$ cat src/rtl/counter_pkg.sv
// Shared definitions for the toggle-flip-flop counter: direction encodings
// and the terminal-value helper used by the counter top level.
package counter_pkg;

  localparam logic UP_DIR   = 1'b1;
  localparam logic DOWN_DIR = 1'b0;

  // Terminal value of a modulo-N sequence; callers size-cast to their width.
  function automatic logic [31:0] max_count(input int unsigned modulus);
    return 32'(modulus - 32'd1);
  endfunction

endpackage

$ cat src/rtl/counter_tff_mod_tff_cell.sv
// Single toggle flip-flop cell: Q inverts on every rising edge where T is high,
// and is cleared asynchronously by an active-high reset.
module tff_cell (
  input  logic CLK,
  input  logic RST,
  input  logic T,
  output logic Q,
  output logic QBAR
);

  logic q_q;

  always_ff @(posedge CLK or posedge RST) begin
    if (RST) begin
      q_q <= 1'b0;
    end else if (T) begin
      q_q <= ~q_q;
    end
  end

  assign Q    = q_q;
  assign QBAR = ~q_q;

endmodule

$ cat src/rtl/counter_tff_mod.sv
// Parametrised up/down modulo counter with parallel load, built from WIDTH
// toggle cells. TC feeds the enable of a cascaded stage; WRAP/ERR are pulses.
module counter_tff_mod
  import counter_pkg::*;
#(
  parameter int WIDTH   = 4,
  parameter int MODULUS = 2 ** WIDTH
) (
  input  logic             CLK,
  input  logic             RST,
  input  logic             EN,
  input  logic             UP,
  input  logic             LOAD,
  input  logic [WIDTH-1:0] D,
  output logic [WIDTH-1:0] Q,
  output logic [WIDTH-1:0] QBAR,
  output logic             TC,
  output logic             WRAP,
  output logic             ERR
);

  // One extra bit so that MODULUS == 2**WIDTH is representable.
  localparam logic [WIDTH:0]   MOD_W = (WIDTH + 1)'(MODULUS);
  localparam logic [WIDTH-1:0] MAX_Q = WIDTH'(max_count(MODULUS));

  logic [WIDTH-1:0] q_q;
  logic [WIDTH-1:0] qbar_q;
  logic [WIDTH-1:0] q_d;
  logic [WIDTH-1:0] t_vec;
  logic             wrap_q, wrap_d;
  logic             err_q, err_d;
  logic             at_max;
  logic             at_zero;
  logic             d_legal;

  assign at_max  = (q_q == MAX_Q);
  assign at_zero = (q_q == '0);
  assign d_legal = ({1'b0, D} < MOD_W);

  // Next-state: LOAD has priority over EN; otherwise hold.
  always_comb begin
    q_d    = q_q;
    wrap_d = 1'b0;
    err_d  = 1'b0;
    if (LOAD) begin
      if (d_legal) begin
        q_d = D;
      end else begin
        q_d   = '0;
        err_d = 1'b1;
      end
    end else if (EN) begin
      if (UP == UP_DIR) begin
        if (at_max) begin
          q_d    = '0;
          wrap_d = 1'b1;
        end else begin
          q_d = q_q + WIDTH'(1);
        end
      end else begin
        if (at_zero) begin
          q_d    = MAX_Q;
          wrap_d = 1'b1;
        end else begin
          q_d = q_q - WIDTH'(1);
        end
      end
    end
  end

  // A cell toggles exactly where the current and next count differ.
  assign t_vec = q_q ^ q_d;

  generate
    for (genvar gi = 0; gi < WIDTH; gi++) begin : g_cell
      tff_cell u_cell (
        .CLK  (CLK),
        .RST  (RST),
        .T    (t_vec[gi]),
        .Q    (q_q[gi]),
        .QBAR (qbar_q[gi])
      );
    end
  endgenerate

  always_ff @(posedge CLK or posedge RST) begin
    if (RST) begin
      wrap_q <= 1'b0;
      err_q  <= 1'b0;
    end else begin
      wrap_q <= wrap_d;
      err_q  <= err_d;
    end
  end

  assign TC   = EN & ~LOAD & (((UP == UP_DIR) & at_max) | ((UP == DOWN_DIR) & at_zero));
  assign Q    = q_q;
  assign QBAR = qbar_q;
  assign WRAP = wrap_q;
  assign ERR  = err_q;

endmodule

$ cat config.mk
export PLATFORM = sky130hd
export DESIGN_NAME = counter_tff_mod
export DESIGN_NICKNAME = d
export VERILOG_FILES = /design/src/rtl/counter_pkg.sv /design/src/rtl/counter_tff_mod_tff_cell.sv /design/src/rtl/counter_tff_mod.sv
export SDC_FILE = /design/constraint.sdc
export NUM_CORES = 1
export LEC_CHECK = 0
export CORE_AREA = 3 3 40 42
export CTS_CLUSTER_DIAMETER = 200
export CTS_CLUSTER_SIZE = 12
export DETAILED_ROUTE_END_ITERATION = 7
export DIE_AREA = 0 0 43 45
export DONT_BUFFER_PORTS = 1
export HOLD_SLACK_MARGIN = 0.03
export PLACE_DENSITY = 0.54
export SLEW_MARGIN = 20
export SYNTH_ARGS = -nofsm -noshare
export SYNTH_HDL_FRONTEND = slang
export SYNTH_SLANG_ARGS = --single-unit
$ cat constraint.sdc
create_clock -name CLK -period 2.95 [get_ports CLK]
set_input_delay 0.59 -clock CLK [delete_from_list [all_inputs] [get_ports CLK]]
set_output_delay 0.59 -clock CLK [all_outputs]
set_load 0.02 [all_outputs]
==> flow_summary.ini, run 1 <==
[drt]
vias = 329
first_iter_violations = 7
routedWlPerCell_um = 14.6
wirelength_um = 891
ant_nets = 0
routed_via_density = 5.39
drt_pre_antenna_iters = 4
drc = 0

[worst_setup_path]
critical_path.endpoint_type = output pin
crit_arrival_ns = 2.13
regToRegEndpoint = g_cell[3].u_cell.Q$_DFFE_PP0P_
worstReg2RegStart = g_cell[0].u_cell.Q$_DFFE_PP0P_
startpoint_type_of_the_worst_setup_path = flip-flop
max_incr_delay_on_cp_ns = 0.59
worst-r2r-setup-slack_ns = 1.05
timing.critical_path.required_ns = 2.36
critical_path_class = reg2out
crit_path_top_delay_cell = sky130_fd_sc_hd__dfrtp_1
crit_fanout = 8
crit_path_cell_trace = inv_1 -> ha_1 -> nor3b_1 -> o21ai_0 -> a211oi_1 -> buf_4
worstRegToRegCells = 5

[placement]
dpl-instance-area_um2 = 404
dp_worst_setup_slack_ns = 0.485
detailed_place_hpwl_um = 682
placed_cells_incl_taps = 57
gp_congestion = 0.687
place.port_buffers = 0

[yosys]
yosys.area.top_type = sky130_fd_sc_hd__dfrtp_1
yosys.area.top_type_share = 0.267
synth_cell_types = 26
flops_latches_synth = 5
yosysWarnings = 0
synth_ff_type = sky130_fd_sc_hd__dfrtp_1
postSynthAreaPerCell_um2 = 8.83
synth_async_sr_flop_share = 1.00
synth.top_cells.by_count = 10 x sky130_fd_sc_hd__buf_4, 6 x sky130_fd_sc_hd__inv_1, 5 x sky130_fd_sc_hd__dfrtp_1
mappedNetlistArea_um2 = 468
post-synth-top-count-cell = sky130_fd_sc_hd__buf_4
synth_sequential_area_ratio = 0.267
postSynthNetCount = 64
number_of_synthesized_flops_with_an_enable_pin = 0
syn_inst = 53
post_synth_main_area_contributors = sky130_fd_sc_hd__dfrtp_1 27%, sky130_fd_sc_hd__buf_4 16%, sky130_fd_sc_hd__xnor2_1 5.6%, sky130_fd_sc_hd__ha_1 5.3%, sky130_fd_sc_hd__inv_1 4.8%

[worst_hold_path]
hold_path.class = in2async

[clock_tree]
cts-htree-levels = 1
cts_root_buf = sky130_fd_sc_hd__clkbuf_4
post_cts.repair.setup_buffers = 0
cts_repair_resize_count = 0
insertion_delay_ns = 0.24
clk_pin_slew_worst_paths_ns = 0.04
tritoncts = done
cts-buffers-inserted = 3
cts.hold.buffers_added = 0
clkSinkCount = 5
ctsLongestPathBuffers = 2

[die]
floorplan.die.width_um = 43
core.rowCount = 13
design.portCount = 20
dieHeight_um = 45
starting_utilization_of_the_core_area = 0.364
core-area_um2 = 1280
fp.dieArea_um2 = 1940

[finish]
drive_gt1_frac = 0.174
stdcell_area_um2 = 430
post-route-util = 0.335
final_net_count = 58
post_layout_nonfiller_instances = 61
area_growth_syn_to_layout_pct = -8.02
antenna_cells_inserted = 0

[timing]
timing.final.crit_period_ns = 2.72
setup-tns-final_ns = 0
final_min_period_over_clock_period = 0.921
max_freq_mhz = 368
timing.final.setup_violations = 0
clock_skew_ns = 0.00240
final_max_slew_viol_count = 0
setup_ws_final_ns = 0.234
worst_hold_slack_ns = 0.139
hold_viol = 0
rsz0062_at_grt = false

[power]
fin_total_pwr_mw = 0.254
p_leak_nw = 0.192
worst_ir_drop_vdd_uv = 252
power.density_nw_per_um2 = 590

[global_route]
grt_max_degree = 11
grt_antenna_before_repair = 0
grt.total_usage = 0.108
grt_pass1_vias = 309
global_route_wire_length_before_repair_mm = 1.44
gr_ovfl_total = 0

[outcome]
run_status = finished, final reports clean

[flow_run]
drv.max_cap_violation_count = 0
[how the worst max path moves through the flow]
stage / from / endpoint / slack, ns / cells past startpoint
floorplan: g_cell[0].u_cell.Q$_DFFE_PP0P_ / TC / 0.75 / 5
global placement: g_cell[0].u_cell.Q$_DFFE_PP0P_ / TC / 0.50 / 6
detailed placement: g_cell[0].u_cell.Q$_DFFE_PP0P_ / TC / 0.49 / 6
CTS: g_cell[0].u_cell.Q$_DFFE_PP0P_ / TC / 0.22 / 6
global route: g_cell[0].u_cell.Q$_DFFE_PP0P_ / TC / 0.04 / 6
finish: g_cell[0].u_cell.Q$_DFFE_PP0P_ / TC / 0.23 / 6
[power breakdown]
group          switching [mW]  internal (mW)
registers              0.0318         0.0774
logic                  0.0366         0.0291
clock network          0.0281         0.0511
[per-layer routing]
layer	wire (um)	up-vias	part of all wire	global-route usage
met4	8	0	0.0090	0.0361
li1	-	154	-	-
met2	401	19	0.45	0.147
met1	371	154	0.42	0.127
met5	0	-	0	0
met3	109	2	0.12	0.0876
[cells by family (layout without fill, tap and decap cells)]
group,Yosys count,in the layout,share of synthesized area
other,1,1,0.00801
buffers and inverters,18,11,0.241
AND/OR/NAND/NOR,11,11,0.158
multiplexers,3,3,0.0775
XOR/XNOR,3,3,0.0562
AO/OA/AOI/OAI,10,10,0.139
adder cells (fa/ha/maj),2,2,0.0535
flip-flops,5,5,0.267
[state kept, by name, summed over array words and instances (netlist names)]
register	cells
WRAP	1
g_cell.u_cell.Q	4
[critical path: cells and delay by family, from the launching register on]
family / cells / cell delay (ns)
adders and majority gates: 1 / 0.27
AOI/OAI and AO/OA: 2 / 0.46
and+or+nand+nor: 1 / 0.15
DFF: 1 / 0.59
buffers and inverters: 2 / 0.41
[cell usage in the layout (no fill, tap or decap), drive strengths merged]
cell type,synthesis,routed
nand2,3,3
a21oi,2,2
conb,1,1
a311oi,1,1
ha,2,2
mux2i,1,1
a221oi,1,1
nand4,2,2
nand2b,1,1
clkbuf,0,4
xnor2,3,3
a21o,1,1
buf,12,1
nand3,1,1
mux2,2,2
nor4b,1,1
and4b,1,1
nor3b,1,1
dfrtp,5,5
a211oi,2,2
nor2,1,1
inv,6,6
o21ai,3,3
[layout make-up]
| class | count | area (um^2) |
|---|---|---|
| clock buffers | 4 | 26.3 |
| fillers | 143 | 855 |
| inverters | 6 | 22.5 |
| multi-input cells | 30 | 230 |
| flip-flops and latches | 5 | 125 |
| well taps | 15 | 18.8 |
| repair buffers | 1 | 7.51 |
Note: power is estimated with default switching activity, not from simulation.
==> run 2, diff against run 1 <==
==> constraint.sdc (replaced) <==
create_clock -name CLK -period 2.6 [get_ports CLK]
set_input_delay 0.52 -clock CLK [delete_from_list [all_inputs] [get_ports CLK]]
set_output_delay 0.52 -clock CLK [all_outputs]
set_load 0.05 [all_outputs]
==> run 2 against run 1 <==
Against the previous run: sequential power is essentially flat; sequential share of layout area is 3.0 points lower; largest power group is now combinational cells; clock power rose by 17%; flip-flop and latch count is the same; critical endpoint unchanged; global-route usage increased by 0.90 points; final cell count is 9.8% higher; worst setup slack improved by 0.056 ns; combinational power is 150% higher; critical path depth decreased by 2; core utilization is 3.9 points higher; register-to-register slack got worse by 0.22 ns.
==> flow_summary.ini, run 2 (same netlist as run 1, synthesis figures left out) <==
[worst_setup_path]
worstReg2RegStart = g_cell[2].u_cell.Q$_DFFE_PP0P_
critical-path-top-delay-family = flip-flops
crit_path_cell_trace = nor3b_1 -> o21ai_0 -> a211oi_2 -> buf_4
timing.critical_path.from = g_cell[2].u_cell.Q$_DFFE_PP0P_
critical_path.endpoint_type = output pin
timing.critical_path.required_ns = 2.08
crit_arrival_ns = 1.79
crit_fanout = 4
startpoint_type_of_the_worst_setup_path = flip-flop
max_incr_delay_on_cp_ns = 0.57
critical_path_class = reg2out
crit_path_top_delay_cell = sky130_fd_sc_hd__dfrtp_1
timing.critical_path.buf_inv = 1

[finish]
antenna_cells_inserted = 0
drive_gt1_frac = 0.288
largest_register_ffs = 4
most_common_cell_after_layout_fill_and_taps_aside = sky130_fd_sc_hd__buf_4
most-common-layout-cells = 7 x sky130_fd_sc_hd__buf_4, 6 x sky130_fd_sc_hd__inv_1, 5 x sky130_fd_sc_hd__dfrtp_1
final_net_count = 64
post-route-util = 0.374
area_growth_syn_to_layout_pct = 2.67

[placement]
place.port_buffers = 0
detailed_place_hpwl_um = 795
gp_congestion = 0.674

[drt]
drc = 0
wirelength_mm = 1.02
ant_nets = 0
vias = 360
drt_pre_antenna_iters = 4
routed_via_density = 5.37
routedWlPerCell_um = 15.2
first_iter_violations = 1

[global_route]
global_route_wire_length_before_repair_mm = 1.59
grt.total_usage = 0.117
globalRouteMet1Util = 0.141
grt_pass1_vias = 351
grt_antenna_before_repair = 0
grt_util_met2 = 0.168
gr_ovfl_total = 0
grt_max_degree = 11
grtUsageMet3 = 0.0199
layer_carrying_the_most_global_route_usage = met2

[clock_tree]
tritoncts = done
cts.hold.buffers_added = 0
post_cts.repair.setup_buffers = 0
cts-htree-levels = 1
clkSinkCount = 5
cts_root_buf = sky130_fd_sc_hd__clkbuf_4
ctsLongestPathBuffers = 2
insertion_delay_ns = 0.24
cts-buffers-inserted = 3
cts_repair_resize_count = 0
clk_pin_slew_worst_paths_ns = 0.05

[timing]
timing.max_slew.rel_slack = 0.654
worst_pin_slew_ns = 0.519
timing.final.setup_violations = 0
final_max_slew_viol_count = 0
timing.final.crit_period_ns = 2.31
rsz0062_at_grt = false
clock_skew_ns = 0.00108
final_min_period_over_clock_period = 0.889
max_freq_mhz = 433
hold_viol = 0
setup-tns-final_ns = 0

[worst_hold_path]
hold_path.class = in2async

[die]
fp.dieArea_um2 = 1940
starting_utilization_of_the_core_area = 0.364
core-area_um2 = 1280
floorplan.die.width_um = 43
core.rowCount = 13
dieHeight_um = 45
design.portCount = 20

[power]
worst_ir_drop_vdd_uv = 270
p_leak_nw = 0.222
power.density_nw_per_um2 = 758

[flow_run]
drv.max_cap_violation_count = 0

[outcome]
run_status = finished, final reports clean
[run 2: routing by layer]
metal	vias to the layer above	part of all wire
li1	173	-
met1	160	0.47
met2	20	0.41
met3	7	0.065
met4	0	0.053
met5	-	0
[run 2: path summary, 6_finish.rpt]
kind                                             endpoint  cells past startpoint  slack, ns
hold / removal             g_cell[2].u_cell.Q$_DFFE_PP0P_                      1       0.07
setup reg to reg           g_cell[3].u_cell.Q$_DFFE_PP0P_                      5       0.83
min in group CLK                           WRAP$_DFF_PP0_                      1       0.34
max in group asynchronous  g_cell[0].u_cell.Q$_DFFE_PP0P_                      1       2.35
hold reg to reg                            WRAP$_DFF_PP0_                      2       0.69
setup / recovery                                       TC                      4       0.29
[run 2: power by group]
part | internal [mW] | switching [mW] | total, mW
clock network | 0.0582 | 0.0343 | 0.0925
registers | 0.0880 | 0.0227 | 0.111
logic | 0.0507 | 0.110 | 0.161
total | 0.197 | 0.167 | 0.364
[run 2: final cells by class]
class                           instances  area [um^2]
Sequential cell                         5          125
Inverter                                6         22.5
Tap cell                               15         18.8
Multi-Input combinational cell         30          235
Fill cell                             136          805
Clock buffer                            4         26.3
Timing Repair Buffer                    7         52.6
[run 2: stage by stage]
step           power, mW  setup WS [ns]  cell area [um^2]  hold slack, ns  cells
6_report           0.364          0.290               480          0.0677     67
5_1_grt            0.385          0.164               480          0.0784     67
4_1_cts            0.369          0.268               480          0.0710     67
3_5_place_dp       0.273          0.538               454           0.338     63
3_3_place_gp       0.271          0.582               454           0.322     63
2_1_floorplan      0.274          0.295               473           0.299     53
==> run 3, diff against run 2 <==
GPL_ROUTABILITY_DRIVEN = 0   (was not set)
==> results of run 3 <==
The final DEF is identical to that of run 2; final timing and power are the same.
